<file path="src/rtl/risc32_cp0_regfile_if.sv">
// CP0 access bus between the pipeline (execute reads, writeback writes) and the
// coprocessor-0 register file. The register file is the slave side.
interface risc32_cp0_regfile_if;
    logic        we_i;
    logic [4:0]  waddr_i;
    logic [31:0] data_i;
    logic [4:0]  raddr_i;
    logic [31:0] data_o;

    modport master (output we_i, output waddr_i, output data_i, output raddr_i, input data_o);
    modport slave  (input we_i, input waddr_i, input data_i, input raddr_i, output data_o);
endinterface

</file>
<file path="src/rtl/risc32_cp0_regfile.sv">
// Coprocessor-0 register file: Count/Compare timer, Status, Cause, EPC and the
// read-only PRId/Config, with exception entry and ERET handling.
module risc32_cp0_regfile #(
    parameter logic [31:0] PRID_VAL   = 32'h004C_0102,
    parameter logic [31:0] CONFIG_RST = 32'h0000_8000
) (
    input  logic                        clk,
    input  logic                        rst,
    risc32_cp0_regfile_if.slave         bus,
    input  logic [5:0]                  int_i,
    input  logic                        exc_valid_i,
    input  logic [4:0]                  exc_code_i,
    input  logic [31:0]                 exc_pc_i,
    input  logic                        exc_in_delayslot_i,
    input  logic                        eret_i,
    output logic [31:0]                 count_o,
    output logic [31:0]                 compare_o,
    output logic [31:0]                 status_o,
    output logic [31:0]                 cause_o,
    output logic [31:0]                 epc_o,
    output logic                        timer_int_o
);
    localparam logic [4:0] REG_COUNT   = 5'd9;
    localparam logic [4:0] REG_COMPARE = 5'd11;
    localparam logic [4:0] REG_STATUS  = 5'd12;
    localparam logic [4:0] REG_CAUSE   = 5'd13;
    localparam logic [4:0] REG_EPC     = 5'd14;
    localparam logic [4:0] REG_PRID    = 5'd15;
    localparam logic [4:0] REG_CONFIG  = 5'd16;

    logic [31:0] r_count;
    logic [31:0] r_compare;
    logic [31:0] r_status;
    logic [31:0] r_cause;
    logic [31:0] r_epc;
    logic        r_timer_int;

    logic w_wr_count;
    logic w_wr_compare;
    logic w_wr_status;
    logic w_wr_cause;
    logic w_wr_epc;
    logic w_timer_hit;

    assign w_wr_count   = bus.we_i && (bus.waddr_i == REG_COUNT);
    assign w_wr_compare = bus.we_i && (bus.waddr_i == REG_COMPARE);
    assign w_wr_status  = bus.we_i && (bus.waddr_i == REG_STATUS);
    assign w_wr_cause   = bus.we_i && (bus.waddr_i == REG_CAUSE);
    assign w_wr_epc     = bus.we_i && (bus.waddr_i == REG_EPC);
    assign w_timer_hit  = (r_compare != 32'd0) && (r_count == r_compare);

    always_ff @(posedge clk) begin
        if (rst) begin
            r_count     <= 32'd0;
            r_compare   <= 32'd0;
            r_status    <= 32'h1000_0000;
            r_cause     <= 32'd0;
            r_epc       <= 32'd0;
            r_timer_int <= 1'b0;
        end else begin
            r_count <= w_wr_count ? bus.data_i : r_count + 32'd1;

            // A Compare write both acknowledges and outranks a same-cycle match.
            if (w_wr_compare) begin
                r_compare   <= bus.data_i;
                r_timer_int <= 1'b0;
            end else if (w_timer_hit) begin
                r_timer_int <= 1'b1;
            end

            r_cause[15:10] <= int_i;

            if (exc_valid_i) begin
                if (!r_status[1]) begin
                    r_epc       <= exc_in_delayslot_i ? exc_pc_i - 32'd4 : exc_pc_i;
                    r_cause[31] <= exc_in_delayslot_i;
                    r_status[1] <= 1'b1;
                end
                r_cause[6:2] <= exc_code_i;
            end else if (eret_i) begin
                r_status[1] <= 1'b0;
            end else begin
                if (w_wr_status) begin
                    r_status <= bus.data_i;
                end
                if (w_wr_cause) begin
                    r_cause[23:22] <= bus.data_i[23:22];
                    r_cause[9:8]   <= bus.data_i[9:8];
                end
                if (w_wr_epc) begin
                    r_epc <= bus.data_i;
                end
            end
        end
    end

    always_comb begin
        bus.data_o = 32'd0;
        case (bus.raddr_i)
            REG_COUNT:   bus.data_o = r_count;
            REG_COMPARE: bus.data_o = r_compare;
            REG_STATUS:  bus.data_o = r_status;
            REG_CAUSE:   bus.data_o = r_cause;
            REG_EPC:     bus.data_o = r_epc;
            REG_PRID:    bus.data_o = PRID_VAL;
            REG_CONFIG:  bus.data_o = CONFIG_RST;
            default:     bus.data_o = 32'd0;
        endcase
    end

    assign count_o     = r_count;
    assign compare_o   = r_compare;
    assign status_o    = r_status;
    assign cause_o     = r_cause;
    assign epc_o       = r_epc;
    assign timer_int_o = r_timer_int;
endmodule

</file>
<file path="src/flat_wrapper.sv">
// flat-port wrapper written by rule: the top's interface ports become plain ports
module risc32_cp0_regfile_flat 
#(
    parameter logic [31:0] PRID_VAL   = 32'h004C_0102,
    parameter logic [31:0] CONFIG_RST = 32'h0000_8000
)
  (clk, rst, int_i, exc_valid_i, exc_code_i, exc_pc_i, exc_in_delayslot_i, eret_i, count_o, compare_o, status_o, cause_o, epc_o, timer_int_o, bus_we_i, bus_waddr_i, bus_data_i, bus_raddr_i, bus_data_o);
  risc32_cp0_regfile_if bus_i ();
  input  logic clk;
  input  logic rst;
  input  logic [5:0] int_i;
  input  logic exc_valid_i;
  input  logic [4:0] exc_code_i;
  input  logic [31:0] exc_pc_i;
  input  logic exc_in_delayslot_i;
  input  logic eret_i;
  output logic [31:0] count_o;
  output logic [31:0] compare_o;
  output logic [31:0] status_o;
  output logic [31:0] cause_o;
  output logic [31:0] epc_o;
  output logic timer_int_o;
  input wire logic [$bits(bus_i.we_i)-1:0] bus_we_i;
  input wire logic [$bits(bus_i.waddr_i)-1:0] bus_waddr_i;
  input wire logic [$bits(bus_i.data_i)-1:0] bus_data_i;
  input wire logic [$bits(bus_i.raddr_i)-1:0] bus_raddr_i;
  output wire logic [$bits(bus_i.data_o)-1:0] bus_data_o;
  assign bus_i.we_i = bus_we_i;
  assign bus_i.waddr_i = bus_waddr_i;
  assign bus_i.data_i = bus_data_i;
  assign bus_i.raddr_i = bus_raddr_i;
  assign bus_data_o = bus_i.data_o;
  risc32_cp0_regfile #(.PRID_VAL(PRID_VAL), .CONFIG_RST(CONFIG_RST)) u_core (.clk(clk), .rst(rst), .bus(bus_i), .int_i(int_i), .exc_valid_i(exc_valid_i), .exc_code_i(exc_code_i), .exc_pc_i(exc_pc_i), .exc_in_delayslot_i(exc_in_delayslot_i), .eret_i(eret_i), .count_o(count_o), .compare_o(compare_o), .status_o(status_o), .cause_o(cause_o), .epc_o(epc_o), .timer_int_o(timer_int_o));
endmodule
</file>
<file path="config.mk">
export PLATFORM = sky130hd
export DESIGN_NAME = risc32_cp0_regfile_flat
export DESIGN_NICKNAME = d
export VERILOG_FILES = /design/src/rtl/risc32_cp0_regfile_if.sv /design/src/rtl/risc32_cp0_regfile.sv /design/src/flat_wrapper.sv
export SDC_FILE = /design/constraint.sdc
export NUM_CORES = 1
export LEC_CHECK = 0
export BUFFER_PORTS_ARGS = -buffer_cell sky130_fd_sc_hd__buf_2
export CAP_MARGIN = 20
export CORE_MARGIN = 2
export CORE_UTILIZATION = 51
export CTS_CLUSTER_SIZE = 12
export DETAILED_ROUTE_END_ITERATION = 10
export PLACE_DENSITY = 0.93
export SYNTH_ARGS = -nofsm -noshare
export SYNTH_HDL_FRONTEND = slang
export SYNTH_SLANG_ARGS = --single-unit
export TNS_END_PERCENT = 5
</file>
<file path="constraint.sdc">
create_clock -name clk -period 2.5 [get_ports clk]
set_input_delay 0.125 -clock clk [delete_from_list [all_inputs] [get_ports clk]]
set_output_delay 0.125 -clock clk [all_outputs]
set_load 0.02 [all_outputs]
</file>
==> run summary <==
The clock-pin slew reported for the worst setup and hold paths after clock tree synthesis is 0.06 ns. Of the post-synthesis cell area, the part taken by muxes is 6.05%. The worst register-to-register path begins at u_core.count_o[0].

The sum of net half-perimeters after detailed placement came out at 22.6 mm. The later pin in the worst-skew pair is clocked with a latency of 0.44 ns. Derived from the worst setup path, the maximum achievable clock frequency is 0.455 GHz. The count of buffer and inverter cells on the critical path came out at 0. The most frequent cell after synthesis is nand2_1. The core region is 15800 um2. The first-pass detailed-route iteration total came out at 6. The number of top-level design ports is 284. Walking the worst path, the cells encountered are ha_1, and2_1, and2_1, nand3_2, or4_1, a311oi_1. TritonCTS built the clock tree.

The floorplan has 46 rows. The net count of the finished layout is 1375. Summing the areas of all compound-gate instances in the mapped netlist gives 19.5% of the synthesized area. By area the synthesized netlist is led by dfxtp_1, nand2_1, xnor2_1. After detailed routing, the number of vias per cell comes to 6.10. For the worst setup path, the data arrival time is 2.54 ns. The post-route antenna net violation count came out at 0.

The first-pass GRT wire length is 47.2 mm. The minimum clock period after layout came out at 2.20 ns. The number of max-slew violations in the final report was 0.

For hold timing, the worst endpoint is u_core.status_o[23]. Setup violations remaining at the end of the flow were counted as 0. The setup TNS after final layout came out at 0 ns. The power density over the cells came out at 569 nW/um2. The total via count after detailed routing came out at 9223. Across the run, the number of max-cap violations was 0.

The critical path is of the reg2reg type. The die span in x is 131 um. The number of antenna violations at the first check in global routing is 1. The number of hold-repair buffers added at the cts stage came out at 34. The run finished with clean final reports. The required time of the critical path is 2.84 ns. The minimum setup slack after placement is 0.415 ns. The number of buffers inserted by post-CTS setup repair is 0.

The slack of the worst reg-to-reg path came out at 0.30 ns. The buffer type at the clock tree root is clkbuf_16. The sequential share of the synthesized area is 35.5%. The biggest cell delay along the critical path is 0.57 ns. The total of cells resized after clock tree synthesis is 0. The TritonCTS sink count is 145. The measured slew at the worst slew-check pin is 0.679 ns. In this run the vertical extent of the chip is 131 um. The final critical-path setup slack is 0.302 ns.

The pin count of the biggest net entering global routing came out at 142. The worst-case headroom to the max-slew limit is 54.7%. The main combinational cell family by area after synthesis is simple AND/OR/NAND/NOR gates.

The worst reg-to-reg path cell count is 6. The combined area of all synthesized cells came out at 8170 um2. The number of synthesized register bits is 145.

The synthesized netlist devotes 24.1% of its cell area to simple gates. For this run, the leading register cell type out of synthesis is dfxtp_1. Setup repair after global routing left no endpoint under its margin. The largest fanout on the critical path is 8. The capturing point of the worst reg2reg path is u_core.count_o[26]. The H-tree level count is 4. The leakage component of the power is 0.00440 uW.

The footprint of the multi-input gates is 4860 um2. The via count of the first global-routing pass is 8307. The path class of the lowest-slack min-delay path is in2reg. The initial standard-cell utilization of the core came out at 51.8%.

The number of warnings reported in the yosys synthesis log is 0. The number of different library cells in the post-synthesis netlist came out at 61. STA classifies the critical path startpoint as a register. The buffer levels on the longest clock path came out at 2.

In the final routed layout, each cell accounts on average for 20.8 um. The family of cells with the greatest summed delay on the critical path is simple AND/OR/NAND/NOR gates. The count of unresolved DRC violations after routing is 0. The CTS buffer count came out at 17. The synthesized netlist devotes 8.57% of its cell area to XOR and XNOR gates. The final RePlAce weighted congestion is 0.979. The highest-delay cell along the critical path is or4_1. In the finished design, the share of the clock period the worst path needs comes to 87.9%.

The iteration-0 DRC count of the detailed router is 1154. The worst-case vdd ir drop came out at 0.000497 V. dfxtp_1 takes more of the synthesized area than any other cell. The worst setup path is captured at a register. The global-route usage over all layers is 36.6%. In this run the most critical hold path is launched from bus_data_i[23].

Summed over its instances, the top area cell type makes up 35.5% of the synthesized netlist area. The growth of design area from synthesis to finish is 30.0%. The synthesized area per cell is 8.03 um2. The post-synthesis async set-or-reset flop share is 0%. The total inserted antenna cells came out at 0.

The fraction of layout instances using a drive strength above 1 came out at 26.3%. The number of cells produced by synthesis came out at 1018. The number of filler instances in the final layout is 1301. The number of hold violations in the final report is 0.

The combined flip-flop and latch cell area is 2900 um2. The number of enable flip-flop cells after synthesis is 0. The commonest cells after synthesis are nand2_1, dfxtp_1, a21oi_1.

Summing the areas of all fa, ha and maj instances in the mapped netlist gives 0.306% of the synthesized area. The most frequent cell on the critical path is and2_1. The remaining global-route overflow is 0. The die covers 17100 um2.

The final worst clock skew is 0.00638 ns. Counting instances, the worst hold path has a depth of 3. The final layout contains routed wiring with a total length of 31.4 mm. The number of port buffers is 267.
-- report_power, final --
part           switching, uW  internal [uW]  leakage [uW]
clock network           1010           1770      0.000305
registers               77.4           2380       0.00118
logic                    503            298       0.00291
total                   1590           4450       0.00440
-- metal layers --
layer | wire (um) | up-vias | GRT usage, %
li1 | - | 4169 | -
met5 | 51 | - | 0
met1 | 11900 | 4319 | 47.4
met2 | 14400 | 637 | 56.9
met3 | 3950 | 96 | 10.9
met4 | 1110 | 2 | 15.6
-- state kept, by name, summed over array words and instances, names as in the netlist --
register	count
u_core.timer_int_o	1
u_core.status_o	32
u_core.epc_o	32
u_core.count_o	32
u_core.cause_o	16
u_core.compare_o	32
-- cell usage in the layout, fill, tap and decap left out, types with 7 or more instances in the layout --
cell type	n
buf_4	24
a211o_1	7
nand4_1	18
a22oi_1	13
or3_1	8
and3_1	9
dlygate4sd3_1	34
a221o_1	14
a21oi_1	78
nand2_1	174
nor2_1	69
o2bb2ai_1	13
buf_2	266
o211ai_1	7
xor2_1	12
mux2i_1	46
nand3_1	16
o21ai_0	21
xnor2_1	68
dfxtp_1	145
o31ai_1	8
clkbuf_16	17
inv_1	10
a31oi_1	11
o22ai_1	11
conb_1	16
nor4_1	23
a211oi_1	31
nor2b_1	11
nor3_1	14
-- through the flow --
step | power, uW | utilization, % | hold WS, ns | cells | instance area, um2
final | 6040 | 67.4 | 0.00933 | 1511 | 10600
after global routing | 6190 | 67.4 | 0.00980 | 1511 | 10600
after CTS | 6000 | 67.4 | 0.00109 | 1511 | 10600
after detailed placement | 3240 | 61.1 | 0.342 | 1445 | 9640
after global placement | 3220 | 61.1 | 0.332 | 1445 | 9640
after floorplan | 2920 | - | 0.229 | 1033 | 8230
-- worst max path at each step --
stage	slack, ns	cells after the start	endpoint	startpoint
after floorplan	0.30	7	u_core.count_o[26]	u_core.count_o[0]
after global placement	0.47	6	u_core.epc_o[27]	exc_in_delayslot_i
after detailed placement	0.42	6	u_core.epc_o[19]	exc_in_delayslot_i
after CTS	0.33	6	u_core.count_o[26]	u_core.count_o[0]
after global routing	0.22	5	u_core.count_o[26]	u_core.count_o[3]
final	0.30	6	u_core.count_o[26]	u_core.count_o[0]
-- cell families (layout without fill, tap and decap cells) --
kind of cell / after synthesis / count (layout)
buffers and inverters: 107 / 369
other: 1 / 16
AOI/OAI and AO/OA: 238 / 238
adders and majority gates: 2 / 2
DFF: 145 / 145
xor gates and xnor gates: 80 / 80
muxes: 49 / 49
and+or+nand+nor: 396 / 396
-- final cells by class --
cell class	instances	share of cell area [%]
well taps	216	2.54
clock inverters	9	1.44
inverters	10	0.353
multi-input cells	781	45.8
flip-flops and latches	145	27.3
clock buffers	23	4.59
repair buffers	327	18.0
-- worst register-to-register path: cells and delay by family, from the launching register on --
kind                     cells  cell delay, ns
AND/OR/NAND/NOR              4            1.29
AO/OA/AOI/OAI                1            0.25
adder cells (fa/ha/maj)      1            0.20
flip-flops                   1            0.35
Note: power is estimated with default switching activity, not from simulation.
